File: src/rtl/kbd_ctrl.sv
// PS/2 keyboard controller: it tracks the F0/E0 prefixes and the modifier state, looks up
// ASCII codes, and buffers key events in a FIFO that the CPU reads over the peripheral bus.
module kbd_ctrl #(
    parameter int unsigned DATA_W     = 32,
    parameter int unsigned DEPTH_LOG2 = 4,
    parameter int unsigned ADDR_W     = 32
) (
    input  logic              clk,
    input  logic              rst,
    input  logic              ena,
    input  logic              rw,
    input  logic [ADDR_W-1:0] addr,
    input  logic [DATA_W-1:0] wdata,
    output logic [DATA_W-1:0] rdata,
    input  logic              scan_ready,
    input  logic [7:0]        scancode,
    output logic [8:0]        lut_addr,
    input  logic [7:0]        lut_data,
    output logic              irq
);

    localparam int unsigned DEPTH   = 2 ** DEPTH_LOG2;
    localparam int unsigned CNT_W   = DEPTH_LOG2 + 1;
    localparam int unsigned ENTRY_W = 22;

    localparam logic [1:0] REG_DATA   = 2'd0;
    localparam logic [1:0] REG_STATUS = 2'd1;
    localparam logic [1:0] REG_CTRL   = 2'd2;

    localparam logic [7:0] CODE_BREAK  = 8'hF0;
    localparam logic [7:0] CODE_EXT    = 8'hE0;
    localparam logic [7:0] CODE_LSHIFT = 8'h12;
    localparam logic [7:0] CODE_RSHIFT = 8'h59;
    localparam logic [7:0] CODE_CTRL   = 8'h14;
    localparam logic [7:0] CODE_ALT    = 8'h11;
    localparam logic [7:0] CODE_CAPS   = 8'h58;

    logic keyup_p, ext_p;
    logic mod_shift, mod_ctrl, mod_alt, mod_caps, caps_held;
    logic shift_n, ctrl_n, alt_n, caps_n, caps_held_n;
    logic ev_valid, ev_keyup, ev_ext;
    logic [7:0] ev_code;
    logic keyup_en, raw_en, irq_en, overflow;

    logic [DEPTH_LOG2-1:0] head, tail;
    logic [CNT_W-1:0]      count;
    logic [ENTRY_W-1:0]    mem [DEPTH];

    logic       evt_c, rd_c, wr_c, pop_c, push_req_c, push_c, ovf_set_c;
    logic       flush_c, clr_ovf_c, full_c, empty_c;
    logic [1:0] reg_sel;
    logic [ENTRY_W-1:0] entry_c;
    logic unused_bits;

    assign reg_sel  = addr[3:2];
    assign rd_c     = ena & ~rw;
    assign wr_c     = ena & rw;
    assign evt_c    = scan_ready && (scancode != CODE_BREAK) && (scancode != CODE_EXT);
    assign lut_addr = {mod_shift ^ mod_caps, scancode};

    assign unused_bits = ^{addr[ADDR_W-1:4], addr[1:0], wdata[DATA_W-1:5]};

    // Modifier next-state for the byte that completes an event
    always_comb begin
        shift_n     = mod_shift;
        ctrl_n      = mod_ctrl;
        alt_n       = mod_alt;
        caps_n      = mod_caps;
        caps_held_n = caps_held;
        if (evt_c) begin
            case (scancode)
                CODE_LSHIFT, CODE_RSHIFT: shift_n = ~keyup_p;
                CODE_CTRL:                ctrl_n  = ~keyup_p;
                CODE_ALT:                 alt_n   = ~keyup_p;
                CODE_CAPS: begin
                    if (keyup_p) begin
                        caps_held_n = 1'b0;
                    end else begin
                        // Typematic repeats arrive with caps_held set and do not re-toggle
                        if (!caps_held) caps_n = ~mod_caps;
                        caps_held_n = 1'b1;
                    end
                end
                default: ;
            endcase
        end
    end

    // Prefix tracking, modifier state, and the one-stage event pipeline that waits for lut_data
    always_ff @(posedge clk or negedge rst) begin
        if (!rst) begin
            keyup_p   <= 1'b0;
            ext_p     <= 1'b0;
            mod_shift <= 1'b0;
            mod_ctrl  <= 1'b0;
            mod_alt   <= 1'b0;
            mod_caps  <= 1'b0;
            caps_held <= 1'b0;
            ev_valid  <= 1'b0;
            ev_keyup  <= 1'b0;
            ev_ext    <= 1'b0;
            ev_code   <= 8'h00;
        end else begin
            mod_shift <= shift_n;
            mod_ctrl  <= ctrl_n;
            mod_alt   <= alt_n;
            mod_caps  <= caps_n;
            caps_held <= caps_held_n;
            ev_valid  <= evt_c;
            if (scan_ready) begin
                if (scancode == CODE_BREAK) begin
                    keyup_p <= 1'b1;
                end else if (scancode == CODE_EXT) begin
                    ext_p <= 1'b1;
                end else begin
                    ev_code  <= scancode;
                    ev_keyup <= keyup_p;
                    ev_ext   <= ext_p;
                    keyup_p  <= 1'b0;
                    ext_p    <= 1'b0;
                end
            end
        end
    end

    // Modifier registers already hold post-update values in the capture cycle
    assign entry_c = {mod_caps, mod_alt, mod_ctrl, mod_shift, ev_keyup, ev_ext, ev_code, lut_data};

    assign full_c     = (count == CNT_W'(DEPTH));
    assign empty_c    = (count == '0);
    assign flush_c    = wr_c && (reg_sel == REG_CTRL) && wdata[3];
    assign clr_ovf_c  = wr_c && (reg_sel == REG_CTRL) && wdata[4];
    assign pop_c      = rd_c && (reg_sel == REG_DATA) && !empty_c;
    assign push_req_c = ev_valid && (!ev_keyup || keyup_en) && ((lut_data != 8'h00) || raw_en);
    assign push_c     = push_req_c && (!full_c || pop_c) && !flush_c;
    assign ovf_set_c  = push_req_c && full_c && !pop_c && !flush_c;

    // Control bits and the sticky overflow flag
    always_ff @(posedge clk or negedge rst) begin
        if (!rst) begin
            keyup_en <= 1'b0;
            raw_en   <= 1'b0;
            irq_en   <= 1'b0;
            overflow <= 1'b0;
        end else begin
            if (wr_c && (reg_sel == REG_CTRL)) begin
                keyup_en <= wdata[0];
                raw_en   <= wdata[1];
                irq_en   <= wdata[2];
            end
            overflow <= (overflow & ~clr_ovf_c) | ovf_set_c;
        end
    end

    // FIFO storage; contents need no reset because count gates visibility
    always_ff @(posedge clk) begin
        if (push_c) mem[tail] <= entry_c;
    end

    // FIFO pointers and occupancy; flush overrides any push or pop
    always_ff @(posedge clk or negedge rst) begin
        if (!rst) begin
            head  <= '0;
            tail  <= '0;
            count <= '0;
        end else if (flush_c) begin
            head  <= '0;
            tail  <= '0;
            count <= '0;
        end else begin
            if (push_c) tail <= tail + DEPTH_LOG2'(1);
            if (pop_c)  head <= head + DEPTH_LOG2'(1);
            count <= count + CNT_W'(push_c) - CNT_W'(pop_c);
        end
    end

    // Registered read data, zero whenever no read was issued in the previous cycle
    always_ff @(posedge clk or negedge rst) begin
        if (!rst) begin
            rdata <= '0;
        end else if (rd_c) begin
            case (reg_sel)
                REG_DATA:   rdata <= pop_c ? DATA_W'(mem[head]) : '0;
                REG_STATUS: rdata <= DATA_W'({mod_caps, mod_alt, mod_ctrl, mod_shift,
                                              overflow, full_c, empty_c, 8'(count)});
                REG_CTRL:   rdata <= DATA_W'({irq_en, raw_en, keyup_en});
                default:    rdata <= '0;
            endcase
        end else begin
            rdata <= '0;
        end
    end

    // Level interrupt from the registered occupancy and overflow state
    always_ff @(posedge clk or negedge rst) begin
        if (!rst) irq <= 1'b0;
        else      irq <= irq_en & (!empty_c | overflow);
    end

endmodule
File: config.mk
export PLATFORM = sky130hd
export DESIGN_NAME = kbd_ctrl
export DESIGN_NICKNAME = d
export VERILOG_FILES = /design/src/rtl/kbd_ctrl.sv
export SDC_FILE = /design/constraint.sdc
export NUM_CORES = 1
export LEC_CHECK = 0
export CAP_MARGIN = 10
export CORE_AREA = 2 2 236 238
export DETAILED_ROUTE_END_ITERATION = 8
export DIE_AREA = 0 0 238 240
export PLACE_DENSITY_LB_ADDON = 0.15
export SLEW_MARGIN = 20
export SYNTH_ARGS = -nofsm -noshare
export SYNTH_HDL_FRONTEND = slang
export SYNTH_SLANG_ARGS = --single-unit
File: constraint.sdc
create_clock -name clk -period 4.5 [get_ports clk]
set_clock_uncertainty 0.2 [all_clocks]
set_input_delay 0.45 -clock clk [delete_from_list [all_inputs] [get_ports clk]]
set_output_delay 0.45 -clock clk [all_outputs]
set_load 0.02 [all_outputs]
==> results.md, run 1 <==
- Outcome: complete, no violations
- Die Ht: 240 um
- Initial antenna violation count: 1
- Crit path launch type: flip-flop
- Final hold slack: 0.287 ns
- CTS tree: built
- 1st-iter DRT viols: 571
- Area grow syn2layout: 20.0%
- Drt wl/cell: 24.0 um
- Nets: 1017
- N_diodes: 0
- WS Path Type: reg2reg
- Yosys top cell by area: edfxtp_1
- CP most frequent cell: inv_1
- Hold path depth: 2
- Vias per cell: 4.76
- Num Clock Sinks: 410
- Layout Cells excl Fill: 1662
- Initial DRT Pass Iterations: 4
- Number of global-route vias before repair: 8330
- Yosys cell types: 55
- Yosys reg bits: 410
- Min-Delay Path Class: in2reg
- Starting Density: 29.7%
- Placer Congestion: 0.732
- Routed vias: 7919
- EDFF count, synth: 352
- Core area: 54700 sq um
- Global-route wire length before repair: 58400 um
- Post-Synthesis Cell Area: 16200 sq um
- Crit end category: flip-flop
- Horiz. Die Dim: 238 um
- Die area: 57100 sq um
- Measured slew at the worst slew-check pin: 0.954 ns
- FP Rows: 86
- Final HPWL from detailed placement: 23100 um
- VDD IR max: 0.000260 V
- Minimum clock period: 3.34 ns
- CTS root buffer: clkbuf_16
- Remaining DRCs: 0
- I/O pin total: 127
- I/O Buffers: 59
- Crit path buf inv count: 4
- Final Cell Area: 19500 sq um
- Flop-to-flop setup slack: 1.16 ns
- Crit path max-delay family: simple AND/OR/NAND/NOR gates
- Ranking of synthesized cells by area: edfxtp_1, mux4_2, dfrtp_1, mux2_2, nand2_1
- H-tree depth: 2
- Max_slew headroom: 36.2%
- Max Cap Viol: 0
- Routed WL: 39900 um
- Final hold viol count: 0
- Largest net degree at the start of global routing: 59
- Antenna Violating Nets Remaining: 0
- Gate count after technology mapping: 813
- CP Data Required Time: 4.79 ns
- Upper clock frequency limit: 299 MHz
- Placed cell area: 18000 sq um
- Slew Limit Fails: 0
- Clock transition at the registers of the reported paths: 0.06 ns
- RSZ-0062 raised after global routing: no
- Largest stage delay, worst path: 0.66 ns
- Worst-path maximum fanout: 3
- Gr ovfl total: 0
- Max Root-Sink Buffers: 3
- Top_reg_cell synth: edfxtp_1
- Count leader, synth: edfxtp_1
- CTS Buf Count: 46
- Critical-path cell list: inv_1, ha_1, or4b_2, nand2_1, inv_1, ha_1, inv_1, ha_1, inv_1, fa_1, nor2b_1, o21bai_1, nand3_1, nor3b_1
- R2R cell count: 14
- Tcrit/Tclk final: 74.3%
- Clk_lat worst skew: 0.57 ns
- Synth top cells by count: edfxtp_1, mux4_2, dfrtp_1
- All-Layer GR Usage: 14.3%
- Hold Path End: raw_en$_DFFE_PN0N_
- Placed Instances: 1575
- Async SR Flop Fraction: 14.1%
- Synth top area share: 65.1%
- Fraction of layout cells with a size suffix above 1: 28.5%
- Total power: 10.9 mW
- Reg2reg start: count[3]$_DFF_PN0_
- Post-Syn Area per Cell: 20.0 sq um
- Slowest CP cell: or4b_2
- CP arrival: 3.64 ns
- FF-to-FF End: count[4]$_DFF_PN0_
- Lkg Pwr: 6.48 nW
- Sequential-to-total area share from yosys stat: 74.1%
- Ys Warns: 0
- Setup violations, final: 0
- PostCTS Resize Cnt: 0
- Hold wc startpoint: wdata[1]
- Total power per unit cell area: 560 nW/um^2
cell families (layout without fill, tap and decap cells):
kind of cell             count (synthesis)  in the layout  share of synthesized area [%]
adder cells (fa/ha/maj)                 12             12                          0.972
flip-flops                             410            410                           74.1
AO/OA/AOI/OAI                           60             60                           2.78
XOR/XNOR                                 7              7                          0.378
AND/OR/NAND/NOR                        121            121                           4.34
other                                    1             10                         0.0231
multiplexers                           129            129                           15.1
buffers and inverters                   73            209                           2.37
repair_timing:
| item | in CTS | in global routing |
|---|---|---|
| hold endpoints to repair | 58 | 0 |
| setup buffers | 0 | 0 |
| hold buffers | 1 | 0 |
layer usage:
metal	vias to the layer above	GRT usage (%)	routed length (um)	share of wire, %
met2	140	23.6	19400	48
met4	0	4.13	811	2.0
met1	4225	19.7	18200	46
met3	55	2.22	1570	3.9
li1	3499	-	-	-
met5	-	0	0	0
stage by stage:
| stage | util (%) | setup WS (ns) | setup TNS (ns) |
|---|---|---|---|
| after global routing | 35.6 | 0.969 | 0 |
| final | 35.6 | 1.16 | 0 |
| after detailed placement | 32.9 | 0.664 | 0 |
| after floorplan | - | -0.126 | -11.09 |
| after CTS | 35.6 | 1.12 | 0 |
| after global placement | 32.9 | 0.673 | 0 |
state kept, by name (all words and copies together), names as in the netlist:
signal / cells
keyup_en: 1
ev_code: 8
irq_en: 1
ev_ext: 1
mod_alt: 1
head: 4
caps_held: 1
tail: 4
mod_caps: 1
mem: 352
rdata: 22
ev_keyup: 1
overflow: 1
ext_p: 1
count: 5
irq: 1
ev_valid: 1
mod_ctrl: 1
raw_en: 1
mod_shift: 1
keyup_p: 1
power breakdown:
part           total [mW]  internal (mW)  switching (mW)
combinational        2.26           1.24            1.02
clock                3.66           2.14            1.52
sequential           5.00           4.50           0.493
cell type report:
cell class                 instances  area [sq um]
fill                            5113         35200
sequential                       410         12000
multi-input combinational        339          3960
clock buffer                      58          1250
timing repair buffer             107          1060
tap                              704           881
clock inverter                    28           229
inverter                          16          60.1
worst reg2reg max path, stage by stage, from the launching register on:
cell	delay [ns]
dfrtp_1	0.42
inv_1	0.09
ha_1	0.17
or4b_2	0.66
nand2_1	0.18
inv_1	0.06
ha_1	0.27
inv_1	0.06
ha_1	0.16
inv_1	0.06
fa_1	0.39
nor2b_1	0.16
o21bai_1	0.11
nand3_1	0.09
nor3b_1	0.17
cells in the final DEF (no fill, tap or decap), types with 4 or more instances in the layout:
cell type	count
clkdlybuf4s50_1	58
nor3_1	6
nor3_2	5
clkbuf_1	8
dfrtp_1	55
clkinv_2	9
ha_1	11
clkbuf_16	47
xor2_1	5
buf_12	9
conb_1	10
mux4_2	88
a22oi_1	18
a22o_1	14
nor3_4	6
nor2b_1	6
edfxtp_1	352
nor4b_2	6
mux2_2	40
inv_1	16
nand3_1	13
a21oi_1	8
a32oi_1	4
nor2_4	4
nand2_1	39
buf_4	39
o21ai_0	5
nor2_1	12
clkinv_1	11
worst max path at each step:
| stage | start | end | slack, ns | cells after the start |
|---|---|---|---|---|
| floorplan | addr[2] | mem[0][0]$_DFFE_PP_ | -0.13 | 5 |
| global placement | addr[2] | count[4]$_DFF_PN0_ | 0.67 | 13 |
| detailed placement | addr[2] | count[4]$_DFF_PN0_ | 0.66 | 13 |
| CTS | count[3]$_DFF_PN0_ | count[4]$_DFF_PN0_ | 1.12 | 14 |
| global route | count[3]$_DFF_PN0_ | count[4]$_DFF_PN0_ | 0.97 | 14 |
| finish | count[3]$_DFF_PN0_ | count[4]$_DFF_PN0_ | 1.16 | 14 |
(Power assumes the default switching activity.)
==> run 2: changes to the inputs <==
==> constraint.sdc (replaced) <==
create_clock -name clk -period 2.8 [get_ports clk]
set_clock_uncertainty 0.2 [all_clocks]
set_input_delay 0.28 -clock clk [delete_from_list [all_inputs] [get_ports clk]]
set_output_delay 0.28 -clock clk [all_outputs]
set_load 0.02 [all_outputs]
==> run 2 against run 1 <==
Net effect:
- the run now ends with negative setup slack left
- fmax rose by 19%
- via count is 2.0% higher
- flip-flop and latch count did not move
- core utilization rose by 1.5 points
- non-clock buffer count up 58
- critical endpoint unchanged
- largest cell class unchanged
==> results.md, run 2 (synthesis results as in run 1) <==
- Gr ovfl total: 0 (unchanged)
- Layout Cells excl Fill: 1719 (was 1662)
- Final setup TNS: -0.0217 ns (was 0 ns)
- Worst-path maximum fanout: 3 (unchanged)
- Max_slew headroom: 56.9% (was 36.2%)
- Final hold viol count: 0 (unchanged)
- 1st-iter DRT viols: 543 (was 571)
- Global-route wire length before repair: 59700 um (was 58400 um)
- Combinational power share: 25.7% (was 20.7%)
- Clock transition at the registers of the reported paths: 0.06 ns (about the same)
- Sw frac: 27.9% (was 27.7%)
- CTS Buf Count: 46 (unchanged)
- Final hold slack: 0.0661 ns (was 0.287 ns)
- Commonest non-fill, non-tap cells in the layout: edfxtp_1, mux4_2, buf_4 (was edfxtp_1, mux4_2, clkdlybuf4s50_1)
- Initial DRT Pass Iterations: 4 (unchanged)
- VDD IR max: 0.000450 V (was 0.000260 V)
- Clk_lat worst skew: 0.58 ns (was 0.57 ns)
- Min-Delay Path Class: in2async (was in2reg)
- Upper clock frequency limit: 354 MHz (was 299 MHz)
- Max reg flops: 352 (unchanged)
- M3 GR Usage: 2.64% (was 2.22%)
- Total power per unit cell area: 898 nW/um^2 (was 560 nW/um^2)
- M2 GR Usage: 24.6% (was 23.6%)
- CP arrival: 3.07 ns (was 3.64 ns)
- Total power: 18.2 mW (was 10.9 mW)
- Failing checks: negative setup slack
- Largest regs: mem (352), rdata (22), ev_code (8) (unchanged)
- Placed Instances: 1629 (was 1575)
- Slew Limit Fails: 0 (unchanged)
- CP Data Required Time: 3.05 ns (was 4.79 ns)
- Crit path launch type: flip-flop (unchanged)
- Setup violations, final: 1 (was 0)
- Routed WL: 40700 um (was 39900 um)
- Core area: 54700 sq um (unchanged)
- FP Rows: 86 (unchanged)
- N_diodes: 0 (unchanged)
- Most common cell after layout, fill and taps aside: edfxtp_1 (unchanged)
- Flop-to-flop setup slack: -0.02 ns (was 1.16 ns)
- Num Clock Sinks: 410 (unchanged)
- R2R cell count: 14 (unchanged)
- Top Usage Layer GRT: met2 (unchanged)
- Crit end category: flip-flop (unchanged)
- Tcrit/Tclk final: 101% (was 74.3%)
- Top reg by flops: mem (unchanged)
- Final setup margin: -0.0217 ns (was 1.16 ns)
- Largest net degree at the start of global routing: 43 (was 59)
- Switch Pwr: 5.10 mW (was 3.03 mW)
- GR Util met1: 19.7% (about the same)
- Internal: 13.1 mW (was 7.89 mW)
- Vias per cell: 4.70 (was 4.76)
- Antenna Violating Nets Remaining: 0 (unchanged)
- Max Root-Sink Buffers: 3 (unchanged)
- Flop pwr share: 42.0% (was 45.8%)
- Routed vias: 8074 (was 7919)
- Measured slew at the worst slew-check pin: 0.646 ns (was 0.954 ns)
- Remaining DRCs: 0 (unchanged)
- Nets: 1075 (was 1017)
- RSZ-0062 raised after global routing: yes (was no)
- FF-to-FF End: count[4]$_DFF_PN0_ (unchanged)
- All-Layer GR Usage: 14.5% (was 14.3%)
- Area grow syn2layout: 25.1% (was 20.0%)
- Pre-CTS WS: -0.642 ns (was 0.664 ns)
- Number of global-route vias before repair: 8582 (was 8330)
- Reg2reg start: count[2]$_DFF_PN0_ (was count[3]$_DFF_PN0_)
- Outcome: finished with violations (was complete, no violations)
- Final HPWL from detailed placement: 24500 um (was 23100 um)
- Lkg Pwr: 6.85 nW (was 6.48 nW)
- Max Cap Viol: 0 (unchanged)
- CTS tree: built (unchanged)
- I/O Buffers: 59 (unchanged)
- Placer Congestion: 0.713 (was 0.732)
- Initial antenna violation count: 0 (was 1)
- I/O pin total: 127 (unchanged)
- Die Ht: 240 um (unchanged)
- Horiz. Die Dim: 238 um (unchanged)
- Fraction of layout cells with a size suffix above 1: 34.0% (was 28.5%)
- WS Path Type: reg2reg (unchanged)
- Minimum clock period: 2.82 ns (was 3.34 ns)
- Drt wl/cell: 23.7 um (was 24.0 um)
- H-tree depth: 2 (unchanged)
- Starting Density: 29.7% (unchanged)
- Clock network fraction of total power: 32.3% (was 33.5%)
- CTS root buffer: clkbuf_16 (unchanged)
- Die area: 57100 sq um (unchanged)
[run 2: changes by cell type in the layout (fill, tap and decap cells not counted), sizes merged]
cell,change
clkbuf,-3
bufinv,+1
buf,+58
clkinv,+1
inv,-1
clkinvlp,+1
[run 2: what timing repair did]
item,CTS,global route
setup buffers,1,3
gates resized for setup,5,5
pin swaps,2,2
hold buffers,1,0
setup endpoints to repair,3,90
hold endpoints to repair,35,0
[run 2: worst max-delay path, stage by stage (launching register included)]
cell       delay (ns)
dfrtp_1          0.37
inv_2            0.06
ha_4             0.17
nand4bb_4        0.10
nor2_4           0.05
or4_4            0.51
ha_4             0.23
inv_2            0.06
ha_4             0.13
inv_2            0.03
fa_2             0.34
nor2b_2          0.14
o21bai_1         0.11
a21oi_2          0.14
nor3b_2          0.05
[run 2: how the worst max path moves through the flow]
stage | from | endpoint | slack (ns)
after CTS | count[2]$_DFF_PN0_ | count[4]$_DFF_PN0_ | -0.09
final | count[2]$_DFF_PN0_ | count[4]$_DFF_PN0_ | -0.02
after global placement | lut_data[7] | count[4]$_DFF_PN0_ | -0.62
after detailed placement | lut_data[7] | count[4]$_DFF_PN0_ | -0.64
after global routing | count[2]$_DFF_PN0_ | count[4]$_DFF_PN0_ | -0.14
after floorplan | count[3]$_DFF_PN0_ | mem[12][0]$_DFFE_PP_ | -0.34
[run 2: per-layer routing]
metal  share of wire (%)  wire, um  vias up
met2                  49     20000      127
met3                 3.3      1340       52
met1                  46     18800     4278
li1                    -         -     3617
met5                   0         0        -
met4                 1.4       581        0
[run 2: power by group through the flow]
stage	clock [mW]	sequential [mW]	combinational [mW]
final	5.89	7.66	4.68
after global routing	6.32	7.73	5.05
after floorplan	0	7.61	3.03
after detailed placement	0	7.79	4.68
after global placement	0	7.79	4.70
after CTS	6.08	7.67	4.74
[run 2: metrics by stage]
stage / utilization (%) / instance area [sq um]
floorplan: - / 16400
global placement: 34.3 / 18700
detailed placement: 34.3 / 18700
CTS: 37.1 / 20300
global route: 37.1 / 20300
finish: 37.1 / 20300
[run 2: final cells by class]
cell class                 count  area [sq um]
tap                          704           881
sequential                   410         12000
clock buffer                  55          1190
fill                        4997         34400
timing repair buffer         165          1750
multi-input combinational    339          4110
inverter                      16          60.1
clock inverter                30           283
==> run 3: changes to the inputs <==
--- a/config.mk
+++ b/config.mk
@@ -10,6 +10,7 @@
 export DETAILED_ROUTE_END_ITERATION = 8
 export DIE_AREA = 0 0 238 240
 export PLACE_DENSITY_LB_ADDON = 0.15
+export REMOVE_ABC_BUFFERS = 1
 export SLEW_MARGIN = 20
 export SYNTH_ARGS = -nofsm -noshare
 export SYNTH_HDL_FRONTEND = slang
==> run 3 against run 2 <==
Net effect:
- the run still ends with negative setup slack left
- flip-flop and latch count stayed put
- worst setup slack got worse by 0.030 ns
- power fell by 0.97%
- register-to-register slack got worse by 0.03 ns
- global-route usage increased by 0.31 points
==> results.md, run 3 (synthesis results as in run 1) <==
- Crit path launch type: flip-flop (unchanged)
- CTS tree: built (unchanged)
- Max Root-Sink Buffers: 3 (unchanged)
- N_diodes: 0 (unchanged)
- Total power per unit cell area: 886 nW/um^2 (was 898 nW/um^2)
- Commonest non-fill, non-tap cells in the layout: edfxtp_1, buf_4, mux4_2 (was edfxtp_1, mux4_2, buf_4)
- Most common cell after layout, fill and taps aside: edfxtp_1 (unchanged)
- Drt wl/cell: 23.8 um (was 23.7 um)
- Initial antenna violation count: 0 (unchanged)
- Slew Limit Fails: 0 (unchanged)
- Min-Delay Path Class: in2async (unchanged)
- Tcrit/Tclk final: 102% (was 101%)
- Largest regs: mem (352), rdata (22), ev_code (8) (unchanged)
- Largest net degree at the start of global routing: 38 (was 43)
- Top reg by flops: mem (unchanged)
- Vias per cell: 4.75 (was 4.70)
- Clk_lat worst skew: 0.58 ns (about the same)
- Final setup margin: -0.0514 ns (was -0.0217 ns)
- Nets: 1096 (was 1075)
- All-Layer GR Usage: 14.9% (was 14.5%)
- Final HPWL from detailed placement: 26200 um (was 24500 um)
- Antenna Violating Nets Remaining: 0 (unchanged)
- Lkg Pwr: 6.92 nW (was 6.85 nW)
- WS Path Type: reg2reg (unchanged)
- CP Data Required Time: 3.12 ns (was 3.05 ns)
- Outcome: finished with violations (unchanged)
- Clock transition at the registers of the reported paths: 0.06 ns (about the same)
- I/O pin total: 127 (unchanged)
- Initial DRT Pass Iterations: 5 (was 4)
- Total power: 18.1 mW (was 18.2 mW)
- Max reg flops: 352 (unchanged)
- Final hold viol count: 0 (unchanged)
- Number of global-route vias before repair: 8804 (was 8582)
- Worst-path maximum fanout: 7 (was 3)
- H-tree depth: 2 (unchanged)
- Max Cap Viol: 0 (unchanged)
- Routed vias: 8262 (was 8074)
- Die Ht: 240 um (unchanged)
- FP Rows: 86 (unchanged)
- Upper clock frequency limit: 351 MHz (was 354 MHz)
- Final Cell Area: 20400 sq um (was 20300 sq um)
- I/O Buffers: 59 (unchanged)
- CTS root buffer: clkbuf_16 (unchanged)
- Area grow syn2layout: 25.6% (was 25.1%)
- Placer Congestion: 0.738 (was 0.713)
- Core area: 54700 sq um (unchanged)
- Placed cell area: 18700 sq um (about the same)
- Setup violations, final: 5 (was 1)
- Die area: 57100 sq um (unchanged)
- CP arrival: 3.17 ns (was 3.07 ns)
- Failing checks: negative setup slack (unchanged)
- Crit end category: flip-flop (unchanged)
- Max_slew headroom: 43.9% (was 56.9%)
- Remaining DRCs: 0 (unchanged)
- Num Clock Sinks: 410 (unchanged)
- RSZ-0062 raised after global routing: yes (unchanged)
- Measured slew at the worst slew-check pin: 0.842 ns (was 0.646 ns)
- Gr ovfl total: 0 (unchanged)
- Horiz. Die Dim: 238 um (unchanged)
- Global-route wire length before repair: 61000 um (was 59700 um)
- Routed WL: 41500 um (was 40700 um)
- Fraction of layout cells with a size suffix above 1: 35.3% (was 34.0%)
- CTS Buf Count: 46 (unchanged)
- 1st-iter DRT viols: 538 (was 543)
- VDD IR max: 0.000398 V (was 0.000450 V)
- Starting Density: 29.7% (unchanged)
- Minimum clock period: 2.85 ns (was 2.82 ns)
==> run 3: changes by cell type in the layout (fill, tap and decap cells not counted), sizes merged <==
cell,delta
buf,+21
clkinv,-7
clkinvlp,-3
clkbuf,+14
bufinv,-3
==> run 3: area by class of cell <==
type	instances	area, sq um
multi-input combinational	339	4060
clock inverter	17	126
sequential	410	12000
fill	5075	34300
clock buffer	69	1290
inverter	16	62.6
tap	704	881
timing repair buffer	186	1930
==> run 3: stage by stage <==
stage	TNS [ns]	utilization (%)	cells	hold slack, ns	setup WS [ns]
3_3_place_gp	-86.89	34.2	1633	0.147	-0.717
6_report	-0.157	37.3	1741	0.0486	-0.0514
5_1_grt	-0.612	37.3	1741	0.0853	-0.132
4_1_cts	-0.0415	37.2	1741	0.0509	-0.0410
3_5_place_dp	-95.49	34.2	1633	0.148	-0.730
2_1_floorplan	-289.69	-	765	-0.216	-1.72
==> run 3: power breakdown <==
part	switching [mW]	internal, mW
Clock	2.42	3.28
Combinational	2.13	2.49
Sequential	0.503	7.24
==> run 3: path summary, 6_finish.rpt <==
kind                       slack (ns)  cells after the start               endpoint                   from
min in group clk                 0.11                      2     irq_en$_DFFE_PN0N_               wdata[2]
min                              0.05                      2     rdata[0]$_DFF_PN0_                    rst
max reg2reg                     -0.05                     16    tail[2]$_DFFE_PN0P_     count[2]$_DFF_PN0_
max in group asynchronous        1.67                      3    keyup_p$_DFFE_PN0P_                    rst
min reg2reg                      0.28                      2  caps_held$_DFFE_PN0P_  caps_held$_DFFE_PN0P_
max                             -0.05                     16    tail[2]$_DFFE_PN0P_     count[2]$_DFF_PN0_
==> run 3: repair_timing <==
action	in CTS	in global routing
hold buffers	1	0
setup endpoints to repair	83	107
gates resized for setup	16	9
endpoints found under the hold margin	35	0
buffers inserted	22	0
pin swaps	11	7
==> run 3: metal layers <==
metal	up-vias	wire [um]	GRT usage (%)
met5	-	0	0
met4	0	700	3.54
met3	59	1400	2.65
met2	152	20900	25.4
met1	4402	18500	19.7
li1	3649	-	-
==> run 3: worst max-delay path, stage by stage (launching register included) <==
cell and delay (ns):
dfrtp_1 0.39, inv_2 0.08, ha_4 0.16, nand4bb_4 0.14, buf_4 0.16, buf_4 0.12
buf_4 0.12, buf_4 0.12, buf_4 0.12, buf_4 0.12, buf_4 0.12, buf_4 0.13
buf_4 0.12, buf_6 0.12, o221a_4 0.25, a311o_1 0.27, nand2_1 0.06
